===== src/rtl/arbitro_round_robin_pkg.sv =====
// Shared definitions for the QoS queue scheduler.
// Holds the fixed geometry (queue count, weight width, table size), the
// derived field widths and the scheduling-mode encodings.
package arbitro_round_robin_pkg;

  localparam int QUEUE_QUANTITY    = 4;
  localparam int MAX_WEIGHT        = 64;
  localparam int TABLE_SIZE        = 8;
  localparam int TIPOS_ROUND_ROBIN = 3;

  localparam int W  = $clog2(MAX_WEIGHT);        // bits per weight
  localparam int M  = $clog2(TIPOS_ROUND_ROBIN); // bits of mode select
  localparam int QW = $clog2(QUEUE_QUANTITY);    // bits of queue index
  localparam int TW = $clog2(TABLE_SIZE);        // bits of table index

  localparam logic [QW-1:0] UNO_Q  = {{(QW-1){1'b0}}, 1'b1};
  localparam logic [TW-1:0] UNO_T  = {{(TW-1){1'b0}}, 1'b1};
  localparam logic [W:0]    UNO_W1 = {{W{1'b0}}, 1'b1};

  typedef enum logic [M-1:0] {
    RR_SIMPLE   = 2'd0,
    RR_PESOS    = 2'd1,
    RR_TABLA    = 2'd2,
    RR_INVALIDO = 2'd3
  } modo_e;

endpackage


===== src/rtl/arbitro_round_robin_buscador.sv =====
// Rotating priority finder.
// Returns the first requesting queue found scanning upward from a start
// pointer, wrapping around the queue count.
//   solicitud  : request mask, one bit per queue
//   inicio     : queue index where the scan starts
//   concesion  : granted queue index (0 when nothing is requested)
//   encontrado : high when at least one request is present
module buscador_prioridad_rotativa
  import arbitro_round_robin_pkg::*;
(
  input  logic [QUEUE_QUANTITY-1:0] solicitud,
  input  logic [QW-1:0]             inicio,
  output logic [QW-1:0]             concesion,
  output logic                      encontrado
);

  // Scan offsets from farthest to nearest so the nearest request wins;
  // the index adder wraps on its own because the queue count is a power of two.
  always_comb begin
    logic [QW-1:0] idx_s;
    idx_s      = {QW{1'b0}};
    concesion  = {QW{1'b0}};
    encontrado = 1'b0;
    for (int k = QUEUE_QUANTITY - 1; k >= 0; k--) begin
      idx_s      = inicio + QW'(k);
      concesion  = solicitud[idx_s] ? idx_s : concesion;
      encontrado = encontrado | solicitud[idx_s];
    end
  end

endmodule


===== src/rtl/arbitro_round_robin.sv =====
// QoS queue scheduler: picks which input FIFO to pop each cycle.
// Modes: simple round robin, weighted round robin (per-queue burst length)
// and table-driven arbitration (list of queue/pop-count entries).
//   clk, rst             : clock, asynchronous active-high reset
//   enb                  : block enable (low holds all state, no pops)
//   seleccion_roundRobin : scheduling mode (3 = invalid, never pops)
//   pesos                : per-queue weights, W bits each
//   pesosArbitraje       : per-entry pop counts of the arbitration table
//   selecciones          : per-entry queue index of the arbitration table
//   fifo_empty           : empty flag per queue
//   destino_lleno        : downstream full, blocks every pop
//   pop                  : one-hot pop strobe (combinational)
//   pop_valido           : any pop this cycle
//   cola_activa          : popped queue index, 0 when nothing is popped
module arbitro_round_robin
  import arbitro_round_robin_pkg::*;
(
  input  logic                         clk,
  input  logic                         rst,
  input  logic                         enb,
  input  logic [M-1:0]                 seleccion_roundRobin,
  input  logic [QUEUE_QUANTITY*W-1:0]  pesos,
  input  logic [TABLE_SIZE*W-1:0]      pesosArbitraje,
  input  logic [TABLE_SIZE*QW-1:0]     selecciones,
  input  logic [QUEUE_QUANTITY-1:0]    fifo_empty,
  input  logic                         destino_lleno,
  output logic [QUEUE_QUANTITY-1:0]    pop,
  output logic                         pop_valido,
  output logic [QW-1:0]                cola_activa
);

  logic [QW-1:0] puntero_r, puntero_nx_s;
  logic [W-1:0]  credito_r, credito_nx_s;
  logic [TW-1:0] indice_r,  indice_nx_s;
  modo_e         modo_prev_r, modo_nx_s;
  modo_e         modo_s;

  logic [W-1:0]  peso_s     [QUEUE_QUANTITY];
  logic [W-1:0]  peso_tab_s [TABLE_SIZE];
  logic [QW-1:0] sel_tab_s  [TABLE_SIZE];

  logic [QUEUE_QUANTITY-1:0] peso_no_cero_s;
  logic [QUEUE_QUANTITY-1:0] solicitud_s;
  logic [QW-1:0]             concesion_s;
  logic                      encontrado_s;
  logic                      hay_datos_s;

  logic [QUEUE_QUANTITY-1:0] pop_s;
  logic [QW-1:0]             cola_s;
  logic [W-1:0]              eff_s;
  logic [W:0]                cnt_pesos_s;
  logic [W:0]                cnt_tabla_s;
  logic [QW-1:0]             q_tab_s;
  logic [W-1:0]              w_tab_s;

  assign modo_s = modo_e'(seleccion_roundRobin);

  // Unpack the flat configuration buses into indexable arrays.
  always_comb begin
    for (int i = 0; i < QUEUE_QUANTITY; i++) begin
      peso_s[i]         = pesos[i*W +: W];
      peso_no_cero_s[i] = (peso_s[i] != {W{1'b0}});
    end
    for (int e = 0; e < TABLE_SIZE; e++) begin
      peso_tab_s[e] = pesosArbitraje[e*W +: W];
      sel_tab_s[e]  = selecciones[e*QW +: QW];
    end
  end

  // Weighted mode ignores zero-weight queues; simple mode only needs data.
  always_comb begin
    if (modo_s == RR_PESOS) begin
      solicitud_s = ~fifo_empty & peso_no_cero_s;
    end else begin
      solicitud_s = ~fifo_empty;
    end
  end

  assign hay_datos_s = |(~fifo_empty);

  buscador_prioridad_rotativa u_buscador (
    .solicitud  (solicitud_s),
    .inicio     (puntero_r),
    .concesion  (concesion_s),
    .encontrado (encontrado_s)
  );

  // Pop decision and next-state computation for all three modes.
  always_comb begin
    puntero_nx_s = puntero_r;
    credito_nx_s = credito_r;
    indice_nx_s  = indice_r;
    modo_nx_s    = modo_prev_r;
    pop_s        = {QUEUE_QUANTITY{1'b0}};
    cola_s       = {QW{1'b0}};

    // Burst credit only carries over while staying on the same queue.
    eff_s       = (concesion_s == puntero_r) ? credito_r : {W{1'b0}};
    cnt_pesos_s = {1'b0, eff_s} + UNO_W1;
    q_tab_s     = sel_tab_s[indice_r];
    w_tab_s     = peso_tab_s[indice_r];
    cnt_tabla_s = {1'b0, credito_r} + UNO_W1;

    if (rst || !enb) begin
      puntero_nx_s = puntero_r;
    end else if (modo_s != modo_prev_r) begin
      // A mode change restarts scheduling from a clean state, even when
      // the destination is full.
      puntero_nx_s = {QW{1'b0}};
      credito_nx_s = {W{1'b0}};
      indice_nx_s  = {TW{1'b0}};
      modo_nx_s    = modo_s;
    end else if (destino_lleno || !hay_datos_s) begin
      puntero_nx_s = puntero_r;
    end else begin
      case (modo_s)
        RR_SIMPLE: begin
          if (encontrado_s) begin
            pop_s[concesion_s] = 1'b1;
            cola_s             = concesion_s;
            puntero_nx_s       = concesion_s + UNO_Q;
          end else begin
            puntero_nx_s = puntero_r;
          end
        end
        RR_PESOS: begin
          if (encontrado_s) begin
            pop_s[concesion_s] = 1'b1;
            cola_s             = concesion_s;
            // >= keeps a weight lowered mid-burst from stalling the queue.
            if (cnt_pesos_s >= {1'b0, peso_s[concesion_s]}) begin
              puntero_nx_s = concesion_s + UNO_Q;
              credito_nx_s = {W{1'b0}};
            end else begin
              puntero_nx_s = concesion_s;
              credito_nx_s = cnt_pesos_s[W-1:0];
            end
          end else begin
            puntero_nx_s = puntero_r;
          end
        end
        RR_TABLA: begin
          if (fifo_empty[q_tab_s] || (w_tab_s == {W{1'b0}})) begin
            // Unusable entry: skip one entry per cycle without popping.
            indice_nx_s  = indice_r + UNO_T;
            credito_nx_s = {W{1'b0}};
          end else begin
            pop_s[q_tab_s] = 1'b1;
            cola_s         = q_tab_s;
            if (cnt_tabla_s >= {1'b0, w_tab_s}) begin
              indice_nx_s  = indice_r + UNO_T;
              credito_nx_s = {W{1'b0}};
            end else begin
              credito_nx_s = cnt_tabla_s[W-1:0];
            end
          end
        end
        default: begin
          puntero_nx_s = puntero_r;
        end
      endcase
    end
  end

  // Scheduler state register.
  always_ff @(posedge clk or posedge rst) begin
    if (rst) begin
      puntero_r   <= {QW{1'b0}};
      credito_r   <= {W{1'b0}};
      indice_r    <= {TW{1'b0}};
      modo_prev_r <= RR_SIMPLE;
    end else begin
      puntero_r   <= puntero_nx_s;
      credito_r   <= credito_nx_s;
      indice_r    <= indice_nx_s;
      modo_prev_r <= modo_nx_s;
    end
  end

  assign pop         = pop_s;
  assign pop_valido  = |pop_s;
  assign cola_activa = cola_s;

endmodule


===== config.mk =====
export PLATFORM = sky130hd
export DESIGN_NAME = arbitro_round_robin
export DESIGN_NICKNAME = d
export VERILOG_FILES = /design/src/rtl/arbitro_round_robin_pkg.sv /design/src/rtl/arbitro_round_robin_buscador.sv /design/src/rtl/arbitro_round_robin.sv
export SDC_FILE = /design/constraint.sdc
export NUM_CORES = 1
export LEC_CHECK = 0
export BUFFER_PORTS_ARGS = -buffer_cell sky130_fd_sc_hd__buf_2
export CAP_MARGIN = 20
export CORE_ASPECT_RATIO = 0.9
export CORE_MARGIN = 1
export CORE_UTILIZATION = 35
export DETAILED_ROUTE_END_ITERATION = 8
export GPL_ROUTABILITY_DRIVEN = 0
export GPL_TIMING_DRIVEN = 0
export HOLD_SLACK_MARGIN = 0.15
export SLEW_MARGIN = 25
export SYNTH_ARGS = -nofsm -noshare
export SYNTH_HDL_FRONTEND = slang
export SYNTH_SLANG_ARGS = --single-unit

===== constraint.sdc =====
create_clock -name clk -period 6.67 [get_ports clk]
set_input_delay 1.334 -clock clk [delete_from_list [all_inputs] [get_ports clk]]
set_output_delay 1.334 -clock clk [all_outputs]
set_load 0.05 [all_outputs]

==> flow_metrics.py, run 1 <==
metrics = {
    "run_status": {
        "status": "finished clean",
    },
    "place": {
        "dpl.hpwl_um": 6130,
        "port-buffer-count": 103,
        "dpl-instance-area_um2": 2960,
    },
    "yosys": {
        "ys_seq_elements": 13,
        "synth_top_area_share": 0.139,
        "syn_avg_cell_area_um2": 8.82,
        "synth.yosys.warnings": 0,
        "yosysTopAreaCell": "dfrtp_1",
        "synth_top_flop_cell": "dfrtp_1",
        "netlist_instances": 265,
        "synth-edff-count": 0,
        "seq_area_frac_synth": 0.139,
        "synthTopCellsByArea": "dfrtp_1 (14%), mux4_2 (13%), mux2i_1 (11%), ha_1 (10%), nand2_1 (4.7%)",
        "synth_nets": 382,
        "synth-async-reset-ratio": 1.00,
        "synth_area_um2": 2340,
        "yosysUniqueCellTypes": 61,
    },
    "cts": {
        "ctsResizeCount": 0,
        "cts.sinks": 13,
        "clk_latency_ps": 250,
        "cts.path.max_buffers": 2,
        "cts_tree": "built",
        "root_buffer": "clkbuf_8",
        "hold_buffers": 0,
        "h-tree-depth": 1,
        "cts_setup_buffers": 0,
        "cts-buffers-inserted": 3,
        "clkTransAtPathRegs_ps": 70,
    },
    "setup_path": {
        "rrSetupSlack_ps": 2750,
        "crit_arrival_ps": 4350,
        "r2r-end": "credito_r[5]$_DFFE_PP0P_",
        "start_kind": "primary input",
        "path_cells": "buf_2 > nor2b_4 > a31oi_1 > mux2i_1 > o221ai_1 > clkinv_1 > ha_1 > o21ai_0 > o21ai_0 > a211o_1 > buf_2",
        "r2r-start": "puntero_r[1]$_DFFE_PP0P_",
        "cp_max_fo": 10,
        "critPathSlowestCell": "o221ai_1",
        "crit_type": "in -> out",
        "cp-end-kind": "output port",
        "worst_path_largest_cell_delay_ps": 490,
        "rr_worst_depth": 12,
        "cp.required_ps": 5340,
    },
    "pwr": {
        "ir_worst_vdd_mv": 0.0714,
        "powerDensity_nw_per_um2": 99.9,
        "internal-power_mw": 0.192,
        "power_frac_seq": 0.282,
        "p_comb_frac": 0.469,
        "clockPowerShare": 0.249,
        "p_sw_mw": 0.109,
        "netSwitchingFraction": 0.361,
        "p_total_mw": 0.301,
        "leakagePower_nw": 1.44,
    },
    "sta": {
        "rsz0062_at_grt": "no",
        "tightest_slew_ps": 735,
        "slew_headroom": 0.505,
        "max_freq_mhz": 176,
        "skew_ps": 10.3,
        "fin_setup_tns_ps": 0,
        "finalHoldViolations": 0,
        "hold_ws_ps": 507,
        "setup_viol": 0,
        "period_share": 0.852,
        "min_period_ps": 5680,
        "drv_slew": 0,
    },
    "layout": {
        "area_growth_pct": 28.7,
        "nNetsFinal": 490,
        "fill_cells": 647,
        "drive_gt1_frac": 0.384,
        "antenna_cells": 0,
        "final_area_um2": 3010,
        "post-route-util": 0.479,
    },
    "global_routing": {
        "grt_pass1_wl_um": 11700,
        "grt_pass1_vias": 2419,
        "grt_overflow": 0,
        "antenna_found_initial": 0,
        "grt_max_degree": 15,
        "grt_usage": 0.211,
    },
    "drt": {
        "drt_wl_total_um": 7210,
        "ant_nets": 0,
        "post_drt_via_cell_ratio": 5.52,
        "drtPass1Iterations": 4,
        "vias": 2535,
        "post_drt_wl_per_cell_um": 15.7,
        "drc": 0,
        "drt_iter0_drc": 136,
    },
    "hold_path": {
        "hold_end": "modo_prev_r[0]$_DFFE_PP0P_",
        "hp-class": "reg -> reg",
        "hold_start": "modo_prev_r[0]$_DFFE_PP0P_",
        "min_path_cells": 2,
    },
    "floorplanning": {
        "die_y_um": 79.5,
        "dieWidth_um": 88.2,
        "die_area_um2": 7010,
        "ios": 105,
        "core_area_um2": 6280,
        "start_util": 0.372,
        "core.rowCount": 27,
    },
    "flow_run": {
        "drv_cap": 0,
    },
}
==> cell usage after synthesis, types with 7 or more instances <==
cell,instances
nand2_1,29
nand3_1,7
mux2i_1,26
a21oi_1,11
o21ai_0,9
inv_1,12
dfrtp_1,13
nor2_1,17
ha_1,19
mux4_2,14
==> metal layers <==
metal	share of wire	GRT usage	up-vias	wire length (um)
met3	0.044	0.0290	4	315
met4	0.0026	0.0145	0	19
met1	0.48	0.303	1223	3440
met5	0	0	-	0
met2	0.48	0.347	52	3430
li1	-	-	1256	-
==> critical path, delay by kind of cell <==
kind | cells | cell delay (ps)
AOI/OAI and AO/OA | 5 | 1460
and+or+nand+nor | 1 | 110
buffers and inverters | 3 | 870
muxes | 1 | 210
adders and majority gates | 1 | 350
==> cells in the final DEF (no fill, tap or decap), types with 3 or more instances in the layout <==
master    instances
inv_1            12
mux4_2           14
mux2i_1          26
a32o_1            3
xor2_1            4
a31oi_1           3
dfrtp_1          13
nor2_1           17
o21a_1            4
clkbuf_8          3
a32oi_1           4
nand2_1          29
clkbuf_1          3
o41ai_1           3
nor3_1            5
mux2_2            6
nand4_1           3
a21oi_1          11
nand3_1           7
nor2b_1           6
xnor2_1           3
ha_1             19
o21ai_0           9
and3_1            3
nor4_1            6
buf_2           106
or2_2             3
==> stage by stage <==
step	setup WS [ps]	cells
global route	580	459
detailed placement	1020	455
floorplan	1050	265
finish	988	459
CTS	990	459
global placement	1060	455
==> power groups by stage <==
stage	Clock, mW	Combinational, mW	Sequential [mW]
4_1_cts	0.0757	0.141	0.0847
6_report	0.0749	0.141	0.0847
5_1_grt	0.0807	0.157	0.0850
3_5_place_dp	0	0.140	0.0861
2_1_floorplan	0	0.0891	0.0853
3_3_place_gp	0	0.138	0.0860
==> how the worst max path moves through the flow <==
| stage | startpoint | slack [ps] | depth (start not counted) | endpoint |
|---|---|---|---|---|
| after global routing | seleccion_roundRobin[1] | 580 | 11 | pop_valido |
| final | seleccion_roundRobin[1] | 990 | 11 | pop_valido |
| after floorplan | seleccion_roundRobin[1] | 1050 | 11 | pop_valido |
| after detailed placement | seleccion_roundRobin[1] | 1020 | 11 | pop_valido |
| after CTS | seleccion_roundRobin[1] | 990 | 11 | pop_valido |
| after global placement | seleccion_roundRobin[1] | 1060 | 11 | pop_valido |
==> layout make-up <==
cell class | count | area (um2) | share of cell area
buffer | 10 | 56.3 | 0.0187
clock buffer | 3 | 41.3 | 0.0137
clock inverter | 1 | 5.00 | 0.00166
inverter | 13 | 48.8 | 0.0162
multi-input combinational | 229 | 1910 | 0.634
sequential | 13 | 325 | 0.108
tap | 87 | 109 | 0.0362
timing repair buffer | 103 | 515 | 0.171
==> flip-flops by register name, summed over array words and instances, names as in the netlist <==
name	count
credito_r	6
indice_r	3
modo_prev_r	2
puntero_r	2
==> cell families after synthesis <==
logic type	after synthesis	share of synthesized area
buf+inv	23	0.0449
compound gates	70	0.230
fa+ha+maj	19	0.102
flops	13	0.139
mux	46	0.275
simple gates	87	0.183
xor+xnor	7	0.0262
(Power assumes the default switching activity.)
==> run 2, diff against run 1 <==
- SYNTH_HIERARCHICAL: default -> 1
- clock period: 6.67 -> 6.7 ns (I/O delays scaled with it)
==> run 2 against run 1 <==
Effect of this change: combinational power is 6% lower; area after synthesis grew 2.4%; clock power decreased by 3.3%; critical endpoint is now puntero_r[1]$_DFFE_PP0P_.
==> flow_metrics.py, run 2 <==
metrics = {
    "run_status": {
        "status": "finished clean",
    },
    "setup_path": {
        "cp.depth": 18,
        "cp-end-kind": "flip-flop",
        "crit_family": "compound AO/OA/AOI/OAI gates",
        "start_kind": "primary input",
        "cp.required_ps": 6840,
        "crit_type": "in -> reg",
        "crit_arrival_ps": 5860,
        "r2r-start": "puntero_r[1]$_DFFE_PP0P_",
        "critPathLaunch": "seleccion_roundRobin[0]",
        "cp_max_fo": 9,
        "worst_path_largest_cell_delay_ps": 540,
        "rr_worst_depth": 16,
        "critPathSlowestCell": "clkbuf_1",
        "rrSetupSlack_ps": 2230,
        "path_cells": "buf_2 > nor2b_1 > a31oi_1 > mux2i_1 > a211oi_2 > clkbuf_1 > xor2_1 > nor2_1 > and2_1 > ha_1 > nand3_1 > xor2_1 > nor3_1 > ha_1 > a31oi_1 > o211ai_1 > mux2_2 > a22o_1",
        "r2r-end": "puntero_r[1]$_DFFE_PP0P_",
        "cp_num_buf_inv": 2,
        "cp-endpoint": "puntero_r[1]$_DFFE_PP0P_",
    },
    "yosys": {
        "syn_avg_cell_area_um2": 9.61,
        "synth_area_um2": 2390,
        "seq_area_frac_synth": 0.136,
        "synth-async-reset-ratio": 1.00,
        "yosysMostFrequentCell": "nor2_1",
        "yosysTopAreaCell": "mux4_2",
        "ys_seq_elements": 13,
        "synth_top_area_share": 0.179,
        "synth-edff-count": 0,
        "synthTopCellsByArea": "mux4_2 (18%), dfrtp_1 (14%), ha_1 (9.9%), mux4_1 (5.5%), mux2i_1 (3.3%)",
        "synth_common_cells": "nor2_1 (21), nand2_1 (20), ha_1 (19), mux4_2 (19)",
        "netlist_instances": 249,
        "synth_nets": 366,
        "synth_top_flop_cell": "dfrtp_1",
        "synth.yosys.warnings": 6,
        "yosysUniqueCellTypes": 55,
    },
    "layout": {
        "final_area_um2": 3070,
        "nNetsFinal": 475,
        "drive_gt1_frac": 0.403,
        "largest_reg_flops": 6,
        "antenna_cells": 0,
        "final_cell_mix": "buf_2 (104), nor2_1 (21), nand2_1 (20), mux4_2 (19), ha_1 (19)",
        "regMostFlops": "credito_r",
        "area_growth_pct": 28.4,
        "mostFrequentLayoutCell": "buf_2",
        "top_regs": "credito_r (6), indice_r (3)",
    },
    "drt": {
        "post_drt_wl_per_cell_um": 15.4,
        "drt_wl_total_um": 6890,
        "ant_nets": 0,
        "drtPass1Iterations": 5,
        "post_drt_via_cell_ratio": 5.65,
        "drc": 0,
        "vias": 2527,
        "drt_iter0_drc": 116,
    },
    "global_routing": {
        "grt_pass1_vias": 2359,
        "grt_max_degree": 14,
        "antenna_found_initial": 0,
        "grt_pass1_wl_um": 11300,
        "grt_usage": 0.205,
        "grt_overflow": 0,
    },
    "cts": {
        "cts_setup_buffers": 0,
        "root_buffer": "clkbuf_8",
        "cts.sinks": 13,
        "h-tree-depth": 1,
        "cts.path.max_buffers": 2,
        "ctsResizeCount": 0,
        "cts-buffers-inserted": 3,
        "hold_buffers": 0,
        "clk_latency_ps": 250,
        "clkTransAtPathRegs_ps": 60,
        "cts_tree": "built",
    },
    "sta": {
        "drv_slew": 0,
        "period_share": 0.854,
        "slew_headroom": 0.397,
        "tightest_slew_ps": 896,
        "finalHoldViolations": 0,
        "setup_viol": 0,
        "max_freq_mhz": 175,
        "min_period_ps": 5720,
        "fin_setup_tns_ps": 0,
        "rsz0062_at_grt": "no",
        "setup_ws_ps": 977,
        "skew_ps": 0.729,
    },
    "hold_path": {
        "min_path_cells": 1,
        "hp-class": "reg -> reg",
    },
    "floorplanning": {
        "ios": 105,
        "die_y_um": 80.5,
        "die_area_um2": 7170,
        "dieWidth_um": 89.2,
        "core_area_um2": 6590,
        "start_util": 0.363,
        "core.rowCount": 28,
    },
    "place": {
        "dpl.hpwl_um": 5810,
        "dpl-instance-area_um2": 3030,
        "port-buffer-count": 104,
        "dp_slack_ps": 746,
    },
    "pwr": {
        "leakagePower_nw": 1.40,
        "ir_worst_vdd_mv": 0.0630,
        "powerDensity_nw_per_um2": 94.7,
    },
    "flow_run": {
        "drv_cap": 0,
    },
}
==> run 2: changes by cell type after synthesis, moves of 5 or more <==
cell / before / now
and2_1: 1 / 7
mux4_1: 0 / 5
mux4_2: 14 / 19
a22o_1: 1 / 7
mux2i_1: 26 / 8
a31oi_1: 3 / 8
o21ai_0: 9 / 4
nand2_1: 29 / 20
a21oi_1: 11 / 2
==> run 2: worst min path at each step <==
stage,from,endpoint,slack [ps]
2_1_floorplan,credito_r[5]$_DFFE_PP0P_,credito_r[5]$_DFFE_PP0P_,480
3_3_place_gp,modo_prev_r[0]$_DFFE_PP0P_,modo_prev_r[0]$_DFFE_PP0P_,510
3_5_place_dp,modo_prev_r[1]$_DFFE_PP0P_,modo_prev_r[1]$_DFFE_PP0P_,520
4_1_cts,modo_prev_r[1]$_DFFE_PP0P_,modo_prev_r[1]$_DFFE_PP0P_,530
5_1_grt,modo_prev_r[0]$_DFFE_PP0P_,modo_prev_r[0]$_DFFE_PP0P_,540
6_report,modo_prev_r[1]$_DFFE_PP0P_,modo_prev_r[1]$_DFFE_PP0P_,530
==> run 2: per-layer routing <==
layer,vias to the layer above,track usage,wire length [um]
met5,-,0,0
met1,1222,0.305,3220
met2,82,0.318,3280
met4,0,0.0286,24
li1,1221,-,-
met3,2,0.0288,365
==> run 2: metrics by stage <==
step / hold WS [ps] / power [mW] / utilization / instances
final: 526 / 0.291 / 0.467 / 447
after global routing: 543 / 0.311 / 0.467 / 447
after CTS: 532 / 0.294 / 0.467 / 447
after detailed placement: 518 / 0.219 / 0.460 / 443
after global placement: 512 / 0.218 / 0.460 / 443
after floorplan: 484 / 0.166 / - / 249
==> run 2: report_power, final <==
| group | internal (mW) | leakage, nW | switching [mW] |
|---|---|---|---|
| clock | 0.0412 | 0.0255 | 0.0313 |
| combinational | 0.0669 | 1.20 | 0.0665 |
| sequential | 0.0816 | 0.177 | 0.00354 |
| total | 0.190 | 1.40 | 0.101 |
==> run 2: cells by family after synthesis <==
group / after synthesis / synth area share
and+or+nand+nor: 88 / 0.198
AOI/OAI and AO/OA: 56 / 0.185
muxes: 39 / 0.303
buffers and inverters: 23 / 0.0392
adders and majority gates: 19 / 0.0993
DFF: 13 / 0.136
xor gates and xnor gates: 11 / 0.0402
==> run 2: final cells by class <==
cell class | count | area, um2
clock inverters | 1 | 5.00
plain buffers | 10 | 45.0
multi-input cells | 213 | 1970
well taps | 90 | 113
inverters | 13 | 48.8
repair buffers | 104 | 520
clock buffers | 3 | 41.3
fillers | 701 | 3510
flip-flops and latches | 13 | 325
